==> config.mk <==
export PLATFORM = sky130hd
export DESIGN_NAME = arbitro_mem_dados_flat
export DESIGN_NICKNAME = d
export VERILOG_FILES = /design/src/rtl/arbitro_mem_dados_if.sv /design/src/rtl/arbitro_mem_dados.sv /design/src/flat_wrapper.sv
export SDC_FILE = /design/constraint.sdc
export NUM_CORES = 1
export LEC_CHECK = 0
export ABC_CLOCK_PERIOD_IN_PS = 1300
export BUFFER_PORTS_ARGS = -buffer_cell sky130_fd_sc_hd__buf_2
export CORE_UTILIZATION = 29
export DETAILED_ROUTE_END_ITERATION = 10
export SLEW_MARGIN = 10
export SYNTH_ARGS = -nofsm -noshare
export SYNTH_HDL_FRONTEND = slang
export SYNTH_SLANG_ARGS = --single-unit
==> constraint.sdc <==
create_clock -name clk -period 1.3 [get_ports clk]
set_input_delay 0.065 -clock clk [delete_from_list [all_inputs] [get_ports clk]]
set_output_delay 0.065 -clock clk [all_outputs]
set_load 0.02 [all_outputs]
==> src/rtl/arbitro_mem_dados_if.sv <==
// Bundle of signals between the data-memory arbiter, its two requesters
// (CPU load/store path and ES display path) and the single-port memory.
//   master : requesters + memory side (drives requests, mem_saida)
//   slave  : arbiter side (drives grants, read data, memory port, parar_pc)
interface arbitro_mem_dados_if #(
  parameter int LARGURA_END  = 8,
  parameter int LARGURA_DADO = 32
);
  logic                    cpu_req;
  logic                    cpu_we;
  logic [LARGURA_END-1:0]  cpu_end;
  logic [LARGURA_DADO-1:0] cpu_dado;
  logic                    cpu_gnt;
  logic                    cpu_valido;
  logic [LARGURA_DADO-1:0] cpu_saida;

  logic                    es_req;
  logic [LARGURA_END-1:0]  es_end;
  logic                    es_gnt;
  logic                    es_valido;
  logic [LARGURA_DADO-1:0] es_saida;

  logic [LARGURA_END-1:0]  mem_end;
  logic [LARGURA_DADO-1:0] mem_dado;
  logic                    mem_hab_esc;
  logic [LARGURA_DADO-1:0] mem_saida;

  logic                    parar_pc;

  modport master (
    output cpu_req, cpu_we, cpu_end, cpu_dado, es_req, es_end, mem_saida,
    input  cpu_gnt, cpu_valido, cpu_saida, es_gnt, es_valido, es_saida,
    input  mem_end, mem_dado, mem_hab_esc, parar_pc
  );

  modport slave (
    input  cpu_req, cpu_we, cpu_end, cpu_dado, es_req, es_end, mem_saida,
    output cpu_gnt, cpu_valido, cpu_saida, es_gnt, es_valido, es_saida,
    output mem_end, mem_dado, mem_hab_esc, parar_pc
  );
endinterface

==> src/rtl/arbitro_mem_dados.sv <==
// Shares the single-port data memory between the CPU (read/write) and the
// ES display path (read-only). Registered one-cycle grants, CPU priority
// with an anti-starvation bound for ES, 2-cycle read return with per-port
// valid strobes, and a PC hold request while a CPU access is pending.
// Ports:
//   clk   : rising-edge clock
//   reset : asynchronous, active-low reset
//   bus   : arbiter view (slave modport) of arbitro_mem_dados_if
//
// state | meaning
// LIVRE | no grant this cycle, memory idle
// CPU   | CPU owns the memory port this cycle
// ES    | ES owns the memory port this cycle
module arbitro_mem_dados #(
  parameter int LARGURA_END  = 8,
  parameter int LARGURA_DADO = 32,
  parameter int MAX_ESPERA   = 4
) (
  input logic               clk,
  input logic               reset,
  arbitro_mem_dados_if.slave bus
);

  localparam logic [2:0] LIVRE = 3'b001;
  localparam logic [2:0] CPU   = 3'b010;
  localparam logic [2:0] ES    = 3'b100;

  localparam logic [3:0] ESPERA_MAX = 4'(MAX_ESPERA);

  logic [2:0]              estado, prox;
  logic [3:0]              espera, espera_prox;

  logic [LARGURA_END-1:0]  end_q;
  logic [LARGURA_DADO-1:0] dado_q;
  logic                    hab_esc_q;

  // stage 1: read in the memory-latency cycle; {valido, porta}, porta=1 is ES
  logic                    lat_valido, lat_porta;
  logic                    leitura_agora;

  logic                    cpu_valido_q, es_valido_q;
  logic [LARGURA_DADO-1:0] cpu_saida_q, es_saida_q;

  always_comb begin
    prox = LIVRE;
    if (bus.cpu_req && bus.es_req)
      prox = (espera >= ESPERA_MAX) ? ES : CPU;
    else if (bus.cpu_req)
      prox = CPU;
    else if (bus.es_req)
      prox = ES;
  end

  always_comb begin
    espera_prox = espera;
    if (prox == ES)
      espera_prox = 4'd0;
    else if (bus.es_req && (espera < ESPERA_MAX))
      espera_prox = espera + 4'd1;
  end

  assign leitura_agora = (estado == ES) || ((estado == CPU) && !hab_esc_q);

  always_ff @(posedge clk or negedge reset) begin
    if (!reset) begin
      estado    <= LIVRE;
      espera    <= 4'd0;
      end_q     <= '0;
      dado_q    <= '0;
      hab_esc_q <= 1'b0;
    end else begin
      estado <= prox;
      espera <= espera_prox;
      case (prox)
        CPU: begin
          end_q     <= bus.cpu_end;
          dado_q    <= bus.cpu_dado;
          hab_esc_q <= bus.cpu_we;
        end
        ES: begin
          end_q     <= bus.es_end;
          dado_q    <= '0;
          hab_esc_q <= 1'b0;
        end
        default: begin
          end_q     <= '0;
          dado_q    <= '0;
          hab_esc_q <= 1'b0;
        end
      endcase
    end
  end

  always_ff @(posedge clk or negedge reset) begin
    if (!reset) begin
      lat_valido   <= 1'b0;
      lat_porta    <= 1'b0;
      cpu_valido_q <= 1'b0;
      es_valido_q  <= 1'b0;
      cpu_saida_q  <= '0;
      es_saida_q   <= '0;
    end else begin
      lat_valido   <= leitura_agora;
      lat_porta    <= (estado == ES);
      cpu_valido_q <= lat_valido && !lat_porta;
      es_valido_q  <= lat_valido && lat_porta;
      if (lat_valido && !lat_porta)
        cpu_saida_q <= bus.mem_saida;
      if (lat_valido && lat_porta)
        es_saida_q <= bus.mem_saida;
    end
  end

  assign bus.cpu_gnt     = (estado == CPU);
  assign bus.es_gnt      = (estado == ES);
  assign bus.mem_end     = end_q;
  assign bus.mem_dado    = dado_q;
  // only a CPU grant can carry a write; the latch is cleared otherwise
  assign bus.mem_hab_esc = hab_esc_q && (estado == CPU);
  assign bus.cpu_valido  = cpu_valido_q;
  assign bus.es_valido   = es_valido_q;
  assign bus.cpu_saida   = cpu_saida_q;
  assign bus.es_saida    = es_saida_q;

  // Gated by reset so the hold request is low while reset is asserted,
  // even if the CPU is already requesting.
  assign bus.parar_pc = reset &&
                        ((bus.cpu_req && (estado != CPU)) ||
                         ((estado == CPU) && !hab_esc_q) ||
                         (lat_valido && !lat_porta));

endmodule
==> src/flat_wrapper.sv <==
// flat-port wrapper written by rule: the top's interface ports become plain ports
module arbitro_mem_dados_flat 
#(
  parameter int LARGURA_END  = 8,
  parameter int LARGURA_DADO = 32,
  parameter int MAX_ESPERA   = 4
)
  (clk, reset, bus_cpu_req, bus_cpu_we, bus_cpu_end, bus_cpu_dado, bus_es_req, bus_es_end, bus_mem_saida, bus_cpu_gnt, bus_cpu_valido, bus_cpu_saida, bus_es_gnt, bus_es_valido, bus_es_saida, bus_mem_end, bus_mem_dado, bus_mem_hab_esc, bus_parar_pc);
  arbitro_mem_dados_if #(.LARGURA_END(LARGURA_END), .LARGURA_DADO(LARGURA_DADO)) bus_i ();
  input logic clk;
  input logic reset;
  input wire logic [$bits(bus_i.cpu_req)-1:0] bus_cpu_req;
  input wire logic [$bits(bus_i.cpu_we)-1:0] bus_cpu_we;
  input wire logic [$bits(bus_i.cpu_end)-1:0] bus_cpu_end;
  input wire logic [$bits(bus_i.cpu_dado)-1:0] bus_cpu_dado;
  input wire logic [$bits(bus_i.es_req)-1:0] bus_es_req;
  input wire logic [$bits(bus_i.es_end)-1:0] bus_es_end;
  input wire logic [$bits(bus_i.mem_saida)-1:0] bus_mem_saida;
  output wire logic [$bits(bus_i.cpu_gnt)-1:0] bus_cpu_gnt;
  output wire logic [$bits(bus_i.cpu_valido)-1:0] bus_cpu_valido;
  output wire logic [$bits(bus_i.cpu_saida)-1:0] bus_cpu_saida;
  output wire logic [$bits(bus_i.es_gnt)-1:0] bus_es_gnt;
  output wire logic [$bits(bus_i.es_valido)-1:0] bus_es_valido;
  output wire logic [$bits(bus_i.es_saida)-1:0] bus_es_saida;
  output wire logic [$bits(bus_i.mem_end)-1:0] bus_mem_end;
  output wire logic [$bits(bus_i.mem_dado)-1:0] bus_mem_dado;
  output wire logic [$bits(bus_i.mem_hab_esc)-1:0] bus_mem_hab_esc;
  output wire logic [$bits(bus_i.parar_pc)-1:0] bus_parar_pc;
  assign bus_i.cpu_req = bus_cpu_req;
  assign bus_i.cpu_we = bus_cpu_we;
  assign bus_i.cpu_end = bus_cpu_end;
  assign bus_i.cpu_dado = bus_cpu_dado;
  assign bus_i.es_req = bus_es_req;
  assign bus_i.es_end = bus_es_end;
  assign bus_i.mem_saida = bus_mem_saida;
  assign bus_cpu_gnt = bus_i.cpu_gnt;
  assign bus_cpu_valido = bus_i.cpu_valido;
  assign bus_cpu_saida = bus_i.cpu_saida;
  assign bus_es_gnt = bus_i.es_gnt;
  assign bus_es_valido = bus_i.es_valido;
  assign bus_es_saida = bus_i.es_saida;
  assign bus_mem_end = bus_i.mem_end;
  assign bus_mem_dado = bus_i.mem_dado;
  assign bus_mem_hab_esc = bus_i.mem_hab_esc;
  assign bus_parar_pc = bus_i.parar_pc;
  arbitro_mem_dados #(.LARGURA_END(LARGURA_END), .LARGURA_DADO(LARGURA_DADO), .MAX_ESPERA(MAX_ESPERA)) u_core (.clk(clk), .reset(reset), .bus(bus_i));
endmodule
==> results <==
- The number of enable-type register cells in the synthesized netlist is 0.
- The flow ran to the end, but the final reports show violations.
- The maximum clock path buffer count is 2.
- During placement, the flow inserted port buffers numbering 194.
- The worst setup path category is reg2out.
- The async set or reset register ratio after synthesis is 1.00.
- In this run the clock root is driven by a clkbuf_16.
- The final number of setup-violating endpoints is 4.
- For the pin with the worst max-slew slack, the measured transition is 0.619 ns.
- Global routing finished with a remaining overflow of 0.
- The routability congestion estimate is 0.781.
- Along the worst path, the maximum fanout reaches 4.
- Based on the critical path, the design can be clocked at up to 0.652 GHz.
- The HPWL after detailed placement is 7.01 mm.
- The CTS tree is done.
- The path category of the worst min-delay check is in2reg.
- After synthesis, the cell types taking the most area are dfrtp_1 69%, nand2_1 8.8%, mux2_1 7.8%.
- The most frequently used flop master after synthesis is dfrtp_1.
- The vertical extent of the die is 122 um.
- The origin of the worst setup path is u_core.estado[0].
- In this run the critical register-to-register path is launched from u_core.lat_porta.
- The post-synth net total is 416.
- The worst setup slack after placement is 0.0944 ns.
- The worst clock skew is 0.00773 ns.
- The routed wire length per instance is 13.5 um.
- Power spread over the standard cell area amounts to 1650 mW/mm^2.
- The fraction of final layout cells sized beyond drive strength 1 is 0.391.
- The area share of the leading cell type in the synthesized netlist is 0.689.
- The total DRC errors in the routed layout is 0.
- The most common cell after layout, fill and taps aside is buf_2.
- After technology mapping, the gate count stands at 330.
- The detail route stage leaves a number of antenna-violating nets equal to 0.
- The startpoint identified for the worst hold timing path is bus_cpu_req.
- The number of global-route vias before repair is 3695.
- The overall routed net length is 11.0 mm.
- The first global-routing pass estimated 17.9 mm of wire.
- The top cell types in the final layout, fill and taps aside, are 192 x buf_2, 115 x dfrtp_1, 97 x nand2_1, 85 x dlygate4sd3_1, 33 x and3_1.
- For this run, the register share of the synthesized area comes to 0.695.
- STA puts the critical path data arrival time at 1.47 ns.
- The post-synthesis instance area is 0.00418 sq mm.
- The floorplan die width is 122 um.
- The number of clock sinks seen by CTS is 116.
- The total number of yosys warnings is 0.
- Setup slack on the critical path of the routed design comes to -0.233 ns.
- After detailed routing, the number of vias per cell comes to 4.28.
- VDD sags by at most 717 uV.
- The violation count after the first detailed-route iteration is 133.
- dfrtp_1 takes more of the synthesized area than any other cell.
- The average size of a mapped cell is 12.7 sq um.
- After detailed placement, the total cell area comes to 0.00540 sq mm.
- The clock reaches the later pin of the worst-skew pair after 0.40 ns.
- The detailed-router iteration count before antenna repair is 4.
- The placeable core region is 0.0140 sq mm.
- The relative area change from synthesis to final layout is 62.6%.
- The data required time at the worst endpoint is 1.24 ns.
- Setup repair after global routing could not meet its margin everywhere.
- The diode insertion count for antenna repair is 0.
- The H-tree was split into 4 levels.
- After routing the design area is 0.00679 sq mm.
- The synthesis-stage register bit count is 116.
- The register-to-register setup slack is 0.10 ns.
- The worst setup path is launched from a flop.
- The worst hold path passes through 2 cells.
- The die covers 0.0149 sq mm.
- The depth of the most critical reg-to-reg path is 5.
- The number of placement rows is 43.
- The worst setup path is captured at an output port.
- TritonCTS created 17 clock buffers.
- The post-CTS clock slew at the launch and capture registers of the worst setup and hold paths is 0.05 ns.
- The final max-slew violation count is 0.
- The headroom to the max-slew limit is 0.587.
- The final reports fail on setup timing.
- In the final design database the tool counted 706 nets.
- The pin count of the biggest net entering global routing is 117.
- The capture instance of the worst register-to-register path is u_core.bus.cpu_saida[7].
- The worst hold path terminates at u_core.estado[1].
- The count of final hold-check violations is 0.
- The final route contains 3474 vias.
- The worst path in the final design needs a cycle of 1.53 ns, including I/O delays and setup.
- Across the run, the number of max-cap violations was 0.
- For this configuration, the core starts out at a cell density of 0.299.
- Across every metal layer, demand over resource in global routing totals 0.160.
- 195 I/O pins were placed.
- The post-synthesis cell type count is 28.
- The number of antenna violations at the first check in global routing is 0.
- The share of the clock period used by the worst path after layout is 1.18.
- Summed over all cells, the static leakage comes to 3.63 nW.
## cell usage after synthesis (2+ instances only)
master	number
buf_2	11
nand3_1	2
mux2_2	3
o21ai_1	2
inv_1	4
clkbuf_1	5
and2_1	2
nand2_1	98
and3_1	33
nor2b_1	2
mux2_1	29
buf_6	2
dfrtp_1	115
a22o_1	8
## how the worst max path moves through the flow
stage                                       end  slack (ns)  cells after the start
after detailed placement  u_core.bus.mem_end[0]        0.09                      3
after global placement    u_core.bus.mem_end[4]        0.13                      3
after global routing               bus_parar_pc       -0.30                      4
after floorplan                    bus_parar_pc        0.05                      3
final                              bus_parar_pc       -0.23                      4
after CTS                          bus_parar_pc       -0.25                      4
## cell type report
cell class / count / area (sq um)
Fill cell: 1256 / 7200
Sequential cell: 116 / 2900
Timing Repair Buffer: 290 / 1950
Multi-Input combinational cell: 190 / 1180
Clock buffer: 24 / 482
Tap cell: 180 / 225
Clock inverter: 6 / 30.0
Inverter: 5 / 18.8
## kinds of logic (layout without fill, tap and decap cells)
kind of cell	count (synthesis)	after routing	share of synthesized area
AOI/OAI and AO/OA	14	14	0.0261
adders and majority gates	1	1	0.00300
buffers and inverters	24	325	0.0294
DFF	116	116	0.695
muxes	33	33	0.0887
and+or+nand+nor	142	142	0.158
## metal layers
metal / global-route usage / wire length, um / vias to the layer above
li1: - / - / 1662
met1: 0.188 / 4600 / 1682
met2: 0.266 / 5550 / 123
met3: 0.0613 / 735 / 7
met4: 0.0532 / 94 / 0
met5: 0 / 0 / -
## timing repair
action,4_1_cts,5_1_grt
hold buffers,85,0
endpoints found under the hold margin,225,0
gates resized for setup,5,3
setup endpoints to repair,4,12
buffers inserted,0,0
cloned,0,0
pin swaps,1,0
## where the power goes
| part | internal, mW | switching (mW) | total [mW] |
|---|---|---|---|
| sequential | 4.27 | 0.311 | 4.58 |
| combinational | 1.06 | 1.58 | 2.64 |
| clock | 2.54 | 1.45 | 3.98 |
## critical path, stage by stage (launching register included)
cell     delay [ns]
dfstp_2        0.56
nor3b_4        0.06
and2_4         0.16
a21oi_2        0.15
buf_6          0.14
## registers in the layout (all words and copies together), names as in the netlist
signal	count
u_core.bus.cpu_saida	32
u_core.bus.es_saida	32
u_core.bus.mem_dado	32
u_core.bus.mem_end	8
u_core.espera	4
u_core.estado	3
u_core.bus.cpu_valido	1
u_core.bus.es_valido	1
u_core.hab_esc_q	1
u_core.lat_porta	1
u_core.lat_valido	1
## per-stage QoR
step                      power [mW]   util  hold WS [ns]  TNS, ns  std cells
final                           11.2  0.486         0.106   -0.504        811
after global routing            11.9  0.486        0.0970   -0.800        811
after CTS                       11.4  0.485         0.102   -0.752        811
after detailed placement        7.10  0.386         0.257        0        696
after global placement          7.02  0.386         0.243        0        696
after floorplan                 6.02      -        -0.231        0        330
Note: power is estimated with default switching activity, not from simulation.
